<file path="config.mk">
export PLATFORM = sky130hd
export DESIGN_NAME = bias_group_scheduler
export DESIGN_NICKNAME = d
export VERILOG_FILES = /design/src/rtl/bias_sched_pkg.sv /design/src/rtl/bias_lane_add_sat.sv /design/src/rtl/bias_group_scheduler.sv
export SDC_FILE = /design/constraint.sdc
export NUM_CORES = 2
export LEC_CHECK = 0
export ABC_AREA = 0
export CORE_AREA = 2 2 569 571
export CTS_BUF_LIST = sky130_fd_sc_hd__clkbuf_8
export DETAILED_ROUTE_END_ITERATION = 12
export DIE_AREA = 0 0 571 573
export HOLD_SLACK_MARGIN = 0.06
export PLACE_DENSITY = 0.34
export SLEW_MARGIN = 20
export SYNTH_ARGS = -nofsm -noshare
export SYNTH_HDL_FRONTEND = slang
export SYNTH_SLANG_ARGS = --single-unit
</file>
<file path="constraint.sdc">
create_clock -name clk -period 5.52 [get_ports clk]
set_input_delay 1.104 -clock clk [delete_from_list [all_inputs] [get_ports clk]]
set_output_delay 1.104 -clock clk [all_outputs]
set_load 0.02 [all_outputs]
</file>
<file path="src/rtl/bias_sched_pkg.sv">
// Shared types and constants for the bias group scheduler: lane geometry,
// saturation bounds, FSM state encoding and a lane-slice helper.
package bias_sched_pkg;

  localparam int N_adder_tree = 16;
  localparam int DW           = 18;
  localparam int BEAT_W       = N_adder_tree * DW;

  // Signed DW-bit clamp bounds: +2^(DW-1)-1 and -2^(DW-1)
  localparam logic [DW-1:0] SAT_MAX = {1'b0, {(DW-1){1'b1}}};
  localparam logic [DW-1:0] SAT_MIN = {1'b1, {(DW-1){1'b0}}};

  typedef enum logic [1:0] {
    IDLE  = 2'd0,
    RUN   = 2'd1,
    DRAIN = 2'd2
  } state_t;

  typedef logic [BEAT_W-1:0] beat_t;

  // Lane idx of a packed beat; lane 0 sits in the least significant bits
  function automatic logic [DW-1:0] lane_slice(input beat_t beat, input int unsigned idx);
    return beat[idx*DW +: DW];
  endfunction

endpackage

</file>
<file path="src/rtl/bias_lane_add_sat.sv">
// One lane of the bias adder: signed DW-bit accumulator + bias, computed at
// DW+1 bits and clamped back to DW bits. With BIAS_RELU_EN defined the clamped
// value is additionally floored at zero. Purely combinational.
module bias_lane_add_sat
  import bias_sched_pkg::*;
(
  input  logic [DW-1:0] i_acc,
  input  logic [DW-1:0] i_bias,
  output logic [DW-1:0] o_sum
);

  logic [DW:0]   w_wide;
  logic [DW-1:0] w_sat;

  // Sign-extend both operands so the extra bit holds the true sign of the sum
  assign w_wide = {i_acc[DW-1], i_acc} + {i_bias[DW-1], i_bias};

  // Clamp when the top two bits disagree, i.e. the DW-bit result would wrap
  always_comb begin
    // NOTE: assign a default before any branch so no path leaves w_sat unassigned (no latch).
    w_sat = w_wide[DW-1:0];
    if (w_wide[DW] != w_wide[DW-1]) begin
      w_sat = w_wide[DW] ? SAT_MIN : SAT_MAX;
    end
  end

`ifdef BIAS_RELU_EN
  assign o_sum = w_sat[DW-1] ? '0 : w_sat;
`else
  assign o_sum = w_sat;
`endif

endmodule

</file>
<file path="src/rtl/bias_group_scheduler.sv">
// Bias group scheduler: walks PIX_PER_GROUP beats of each of N_GROUPS channel
// groups, adding that group's constant bias bank to every 16-lane accumulator
// beat, and presents the result through a single output register stage.
// Optional macro BIAS_RELU_EN applies a ReLU to every lane after saturation.
module bias_group_scheduler
  import bias_sched_pkg::*;
#(
  parameter int N_GROUPS      = 3,
  parameter int PIX_PER_GROUP = 196
) (
  input  logic                         clk,
  input  logic                         rst_n,
  input  logic                         start,
  input  logic [N_GROUPS*BEAT_W-1:0]   bias_bank,
  input  logic                         in_valid,
  output logic                         in_ready,
  input  logic [BEAT_W-1:0]            in_data,
  output logic                         out_valid,
  input  logic                         out_ready,
  output logic [BEAT_W-1:0]            out_data,
  output logic [$clog2(N_GROUPS)-1:0]  out_group,
  output logic                         out_last,
  output logic                         busy,
  output logic                         done
);

  localparam int GW = $clog2(N_GROUPS);
  localparam int PW = (PIX_PER_GROUP > 1) ? $clog2(PIX_PER_GROUP) : 1;

  localparam logic [PW-1:0] PIX_LAST = PW'(PIX_PER_GROUP - 1);
  localparam logic [GW-1:0] GRP_LAST = GW'(N_GROUPS - 1);

  state_t          r_state;
  state_t          w_next_state;
  logic [PW-1:0]   r_pix_cnt;
  logic [GW-1:0]   r_grp_cnt;

  logic            r_out_valid;
  logic [BEAT_W-1:0] r_out_data;
  logic [GW-1:0]   r_out_group;
  logic            r_out_last;
  logic            r_done;

  logic            w_in_fire;
  logic            w_out_fire;
  logic            w_last_beat;
  logic            w_pix_wrap;
  logic [BEAT_W-1:0] w_bank_sel;
  logic [BEAT_W-1:0] w_sum;

  assign w_in_fire   = in_valid && in_ready;
  assign w_out_fire  = r_out_valid && out_ready;
  assign w_pix_wrap  = (r_pix_cnt == PIX_LAST);
  assign w_last_beat = w_pix_wrap && (r_grp_cnt == GRP_LAST);

  // FSM state register
  always_ff @(posedge clk or negedge rst_n) begin
    // NOTE: sequential state uses non-blocking assignments so every flop samples pre-edge values.
    if (!rst_n) begin
      r_state <= IDLE;
    end else begin
      r_state <= w_next_state;
    end
  end

  // FSM next-state: start only counts in IDLE, so a start during DRAIN is dropped
  always_comb begin
    w_next_state = r_state;
    unique case (r_state)
      IDLE:    if (start)                    w_next_state = RUN;
      RUN:     if (w_in_fire && w_last_beat) w_next_state = DRAIN;
      DRAIN:   if (w_out_fire)               w_next_state = IDLE;
      default:                               w_next_state = IDLE;
    endcase
  end

  // FSM outputs: accept only while running and the output slot is free or leaving
  always_comb begin
    in_ready = (r_state == RUN) && (!r_out_valid || out_ready);
    busy     = (r_state != IDLE);
  end

  // Pixel / group position of the next beat to be accepted
  always_ff @(posedge clk or negedge rst_n) begin
    if (!rst_n) begin
      r_pix_cnt <= '0;
      r_grp_cnt <= '0;
    end else if ((r_state == IDLE) && start) begin
      r_pix_cnt <= '0;
      r_grp_cnt <= '0;
    end else if (w_in_fire) begin
      if (w_pix_wrap) begin
        r_pix_cnt <= '0;
        r_grp_cnt <= (r_grp_cnt == GRP_LAST) ? '0 : r_grp_cnt + 1'b1;
      end else begin
        r_pix_cnt <= r_pix_cnt + 1'b1;
      end
    end
  end

  // Pick the bias bank of the current group (bank is static, no register)
  always_comb begin
    w_bank_sel = '0;
    for (int g = 0; g < N_GROUPS; g++) begin
      if (r_grp_cnt == GW'(g)) begin
        w_bank_sel = bias_bank[g*BEAT_W +: BEAT_W];
      end
    end
  end

  for (genvar i = 0; i < N_adder_tree; i++) begin : g_lane
    bias_lane_add_sat u_lane (
      .i_acc  (lane_slice(in_data, i)),
      .i_bias (lane_slice(w_bank_sel, i)),
      .o_sum  (w_sum[i*DW +: DW])
    );
  end

  // Output register: reload on accept (even while draining), else empty on downstream accept
  always_ff @(posedge clk or negedge rst_n) begin
    if (!rst_n) begin
      r_out_valid <= 1'b0;
      r_out_data  <= '0;
      r_out_group <= '0;
      r_out_last  <= 1'b0;
    end else if (w_in_fire) begin
      r_out_valid <= 1'b1;
      r_out_data  <= w_sum;
      r_out_group <= r_grp_cnt;
      r_out_last  <= w_last_beat;
    end else if (w_out_fire) begin
      r_out_valid <= 1'b0;
      r_out_last  <= 1'b0;
    end
  end

  // Completion pulse: the cycle after the final beat leaves downstream
  always_ff @(posedge clk or negedge rst_n) begin
    if (!rst_n) begin
      r_done <= 1'b0;
    end else begin
      r_done <= (r_state == DRAIN) && w_out_fire;
    end
  end

  assign out_valid = r_out_valid;
  assign out_data  = r_out_data;
  assign out_group = r_out_group;
  assign out_last  = r_out_last;
  assign done      = r_done;

endmodule
</file>
==> metrics.md <==
| Metric | Value |
|---|---|
| Max Cap Viol | `0` |
| Status | `completed` |
| Die width | `around 570 um` |
| Drt wl/cell | `approximately 29 um` |
| Worst-Margin Slew | `around 1.1 ns` |
| PD cells | `a little under 300 mW/mm^2` |
| Synth area leader | `dfrtp_1` |
| Post-synth ARST share | `1.00` |
| RSZ-0062 raised after global routing | `false` |
| Cells after DPL | `9,978` |
| Peak supply drop | `~0.15 mV` |
| Initial Util | `0.100` |
| CTS H-tree depth | `3` |
| Clock sink count | `305` |
| Vias per std cell | `between 3 and 4` |
| Core footprint | `roughly 0.32 sq mm` |
| Clock tree from TritonCTS | `built` |
| DRT iter0 DRCs | `2,555` |
| Layout Cells excl Fill | `a little over 10,000` |
| Min Hold Slack | `approximately 0.26 ns` |
| Synth Register Bits | `about 310` |
| Required time of the worst setup path | `between 6 and 7 ns` |
| Max Freq | `just under 0.2 GHz` |
| Longest Clk Path Bufs | `4` |
| Sum Neg Setup Slack | `0 ns` |
| Share of cells above drive strength 1 | `0.0850` |
| Syn Inst Count | `a little over 4,000` |
| Max Fanout on Critical Path | `31` |
| P_leak | `between 0.02 and 0.025 uW` |
| Layout Nets | `approximately 7,200` |
| Worst setup EP type | `register` |
| DP HPWL | `between 200,000 and 300,000 um` |
| Unique masters post-synth | `between 90 and 100` |
| DRC | `0` |
| Mapped cell area | `0.0321 sq mm` |
| ANT nets after route | `0` |
| Area of placed instances | `between 0.05 and 0.06 sq mm` |
| Final cycle utilization of the critical path | `0.937` |
| Final Util | `0.172` |
| CP Class | `reg2reg` |
| Final Max Tran Viols | `0` |
| I/O Buffers | `approximately 1,500` |
| Vias in the first global route | `39,401` |
| Die Span Y | `around 570 um` |
| Min-Delay Path Class | `in2async` |
| RePlAce Congestion | `between 0.9 and 1` |
| Min cycle time layout | `5.17 ns` |
| Synth-to-layout area growth | `72.4%` |
| Setup violations, final | `0` |
| Top cells by area, synth | `dfrtp_1 24%, ha_1 11%, o21ai_0 9.7%, mux2i_1 9.2%, nand2_1 7.9%` |
| Final WL | `around 290,000 um` |
| Max_slew headroom | `0.284` |
| Sequential fraction of the synthesis area | `0.238` |
| Ys flop type | `dfrtp_1` |
| Global-route wire length before repair | `374,000 um` |
| Endpoints failing hold | `0` |
| Site row count | `around 210` |
| Antenna violations before repair | `195` |
| DR pass1 iterations | `7` |
| Post-Syn Area per Cell | `roughly 8 sq um` |
| Die ar. | `around 0.33 sq mm` |
| Top cell type's share of synthesized area | `0.238` |
| Post-synth EDFFs | `0` |
| Post-synth net total | `~5,600` |
| CTS buffer count | `75` |
| Crit path launch type | `register` |
| WP data arrival | `just under 6 ns` |
| Clock slew at reported path FFs | `about 0.06 ns` |
| Total congestion overflow | `0` |
| Root cell of the clock tree | `clkbuf_8` |
| Clk Latency, worst-skew pair | `about 0.85 ns` |
| I/O pins | `1,452` |
| Worst clock skew | `between 0.06 and 0.07 ns` |
| GR Util All Layers | `0.171` |
| Ys Warns | `0` |
| Largest net degree at the start of global routing | `approximately 110` |
| Design area | `about 0.055 sq mm` |
| Hold-fix buffers, CTS | `0` |
| Vias post-DR | `~39,000` |
| FILL cells | `36,231` |
power breakdown:
part	switching (uW)	internal, uW
logic	5580	4220
registers	669	3020
clock network	1310	1620
what timing repair did:
item	in CTS	in global routing
gates resized for setup	0	1
setup endpoints to repair	0	12
setup buffers	0	0
final cells by class:
class / count / area, sq um / share of cell area
timing repair buffer: 1756 / 17100 / 0.309
sequential: 305 / 7640 / 0.138
tap: 4305 / 5390 / 0.0975
multi-input combinational: 3494 / 23200 / 0.419
inverter: 118 / 443 / 0.00802
clock buffer: 92 / 1270 / 0.0229
antenna: 37 / 92.6 / 0.00168
clock inverter: 23 / 179 / 0.00324
worst max-delay path, stage by stage (launching register included):
cell and delay [ns]:
dfrtp_4 0.67, buf_12 0.36, buf_4 0.31, mux2i_1 0.10
o21ai_0 0.40, ha_1 0.26, inv_1 0.06, fa_1 0.42
nor2b_1 0.18, o31ai_1 0.11, a21oi_1 0.35, a211oi_2 0.18
o21ai_1 0.29, o31a_1 0.21, and2_1 0.58, o21ai_0 0.21
buf_4 0.17, o21ai_0 0.12
per-stage QoR:
step | setup WS, ns | total power [uW]
floorplan | 1.30 | 8030
CTS | 0.209 | 16800
global placement | -0.633 | 13700
global route | 0.00360 | 17500
finish | 0.347 | 16400
detailed placement | 0.0349 | 13600
cells in the mapped netlist, types with 16 or more instances:
cell type	count
ha_1	289
fa_1	16
nand3_1	57
a21oi_1	246
a221o_1	17
clkbuf_1	164
nand2_1	676
and2_1	18
inv_1	118
o21ai_0	619
nor3_1	51
xor2_1	66
buf_2	19
o31ai_1	27
and3_1	29
o21ai_1	56
nor2_1	234
nand4_1	18
nand2b_1	49
dfrtp_1	305
a21o_1	121
o21bai_1	28
xnor2_1	141
mux2i_1	295
a31oi_1	20
a211oi_1	48
nor2b_1	49
maj3_1	23
o21a_1	39
metal layers:
metal	part of all wire	vias up	global-route usage	wire (um)
met1	0.40	18428	0.195	115000
met5	0.0019	-	0	540
met3	0.081	437	0.0535	23600
met2	0.49	1643	0.303	143000
met4	0.030	82	0.0470	8850
li1	-	18172	-	-
kinds of logic after synthesis:
family | synth area share
simple gates | 0.172
mux | 0.0932
fa+ha+maj | 0.130
buf+inv | 0.0407
flops | 0.238
compound gates | 0.267
xor+xnor | 0.0591
flip-flops by register name (all words and copies together), names as in the netlist:
register / count
out_data: 288
r_grp_cnt: 2
r_state: 2
done: 1
out_group: 2
r_pix_cnt: 8
out_valid: 1
out_last: 1
placed cells by master, fill, tap and decap left out, types with 66 or more instances in the layout:
cell type        synthesis  final
ha_1                   289    289
inv_1                  118    130
o21ai_0                619    594
a21o_1                 121    121
nand2_1                676    675
xor2_1                  66     66
clkdlybuf4s50_1          0   1450
a21oi_1                246    246
mux2i_1                295    295
o21ai_1                 56     76
dfrtp_1                305    303
buf_4                    4    283
xnor2_1                141    141
nor2_1                 234    234
clkbuf_8                 0     92
worst paths after layout:
| check | start | to | slack, ns | cells past startpoint |
|---|---|---|---|---|
| setup / recovery | r_grp_cnt[0] | out_data[85] | 0.35 | 17 |
| hold / removal | rst_n | out_data[272] | 0.26 | 1 |
| setup reg to reg | r_grp_cnt[0] | out_data[85] | 0.35 | 17 |
| hold reg to reg | out_data[287] | out_data[287] | 0.47 | 2 |
| max in group asynchronous | rst_n | out_data[239] | 3.98 | 2 |
| min in group clk | out_data[287] | out_data[287] | 0.47 | 2 |
Note: power is estimated with default switching activity, not from simulation.
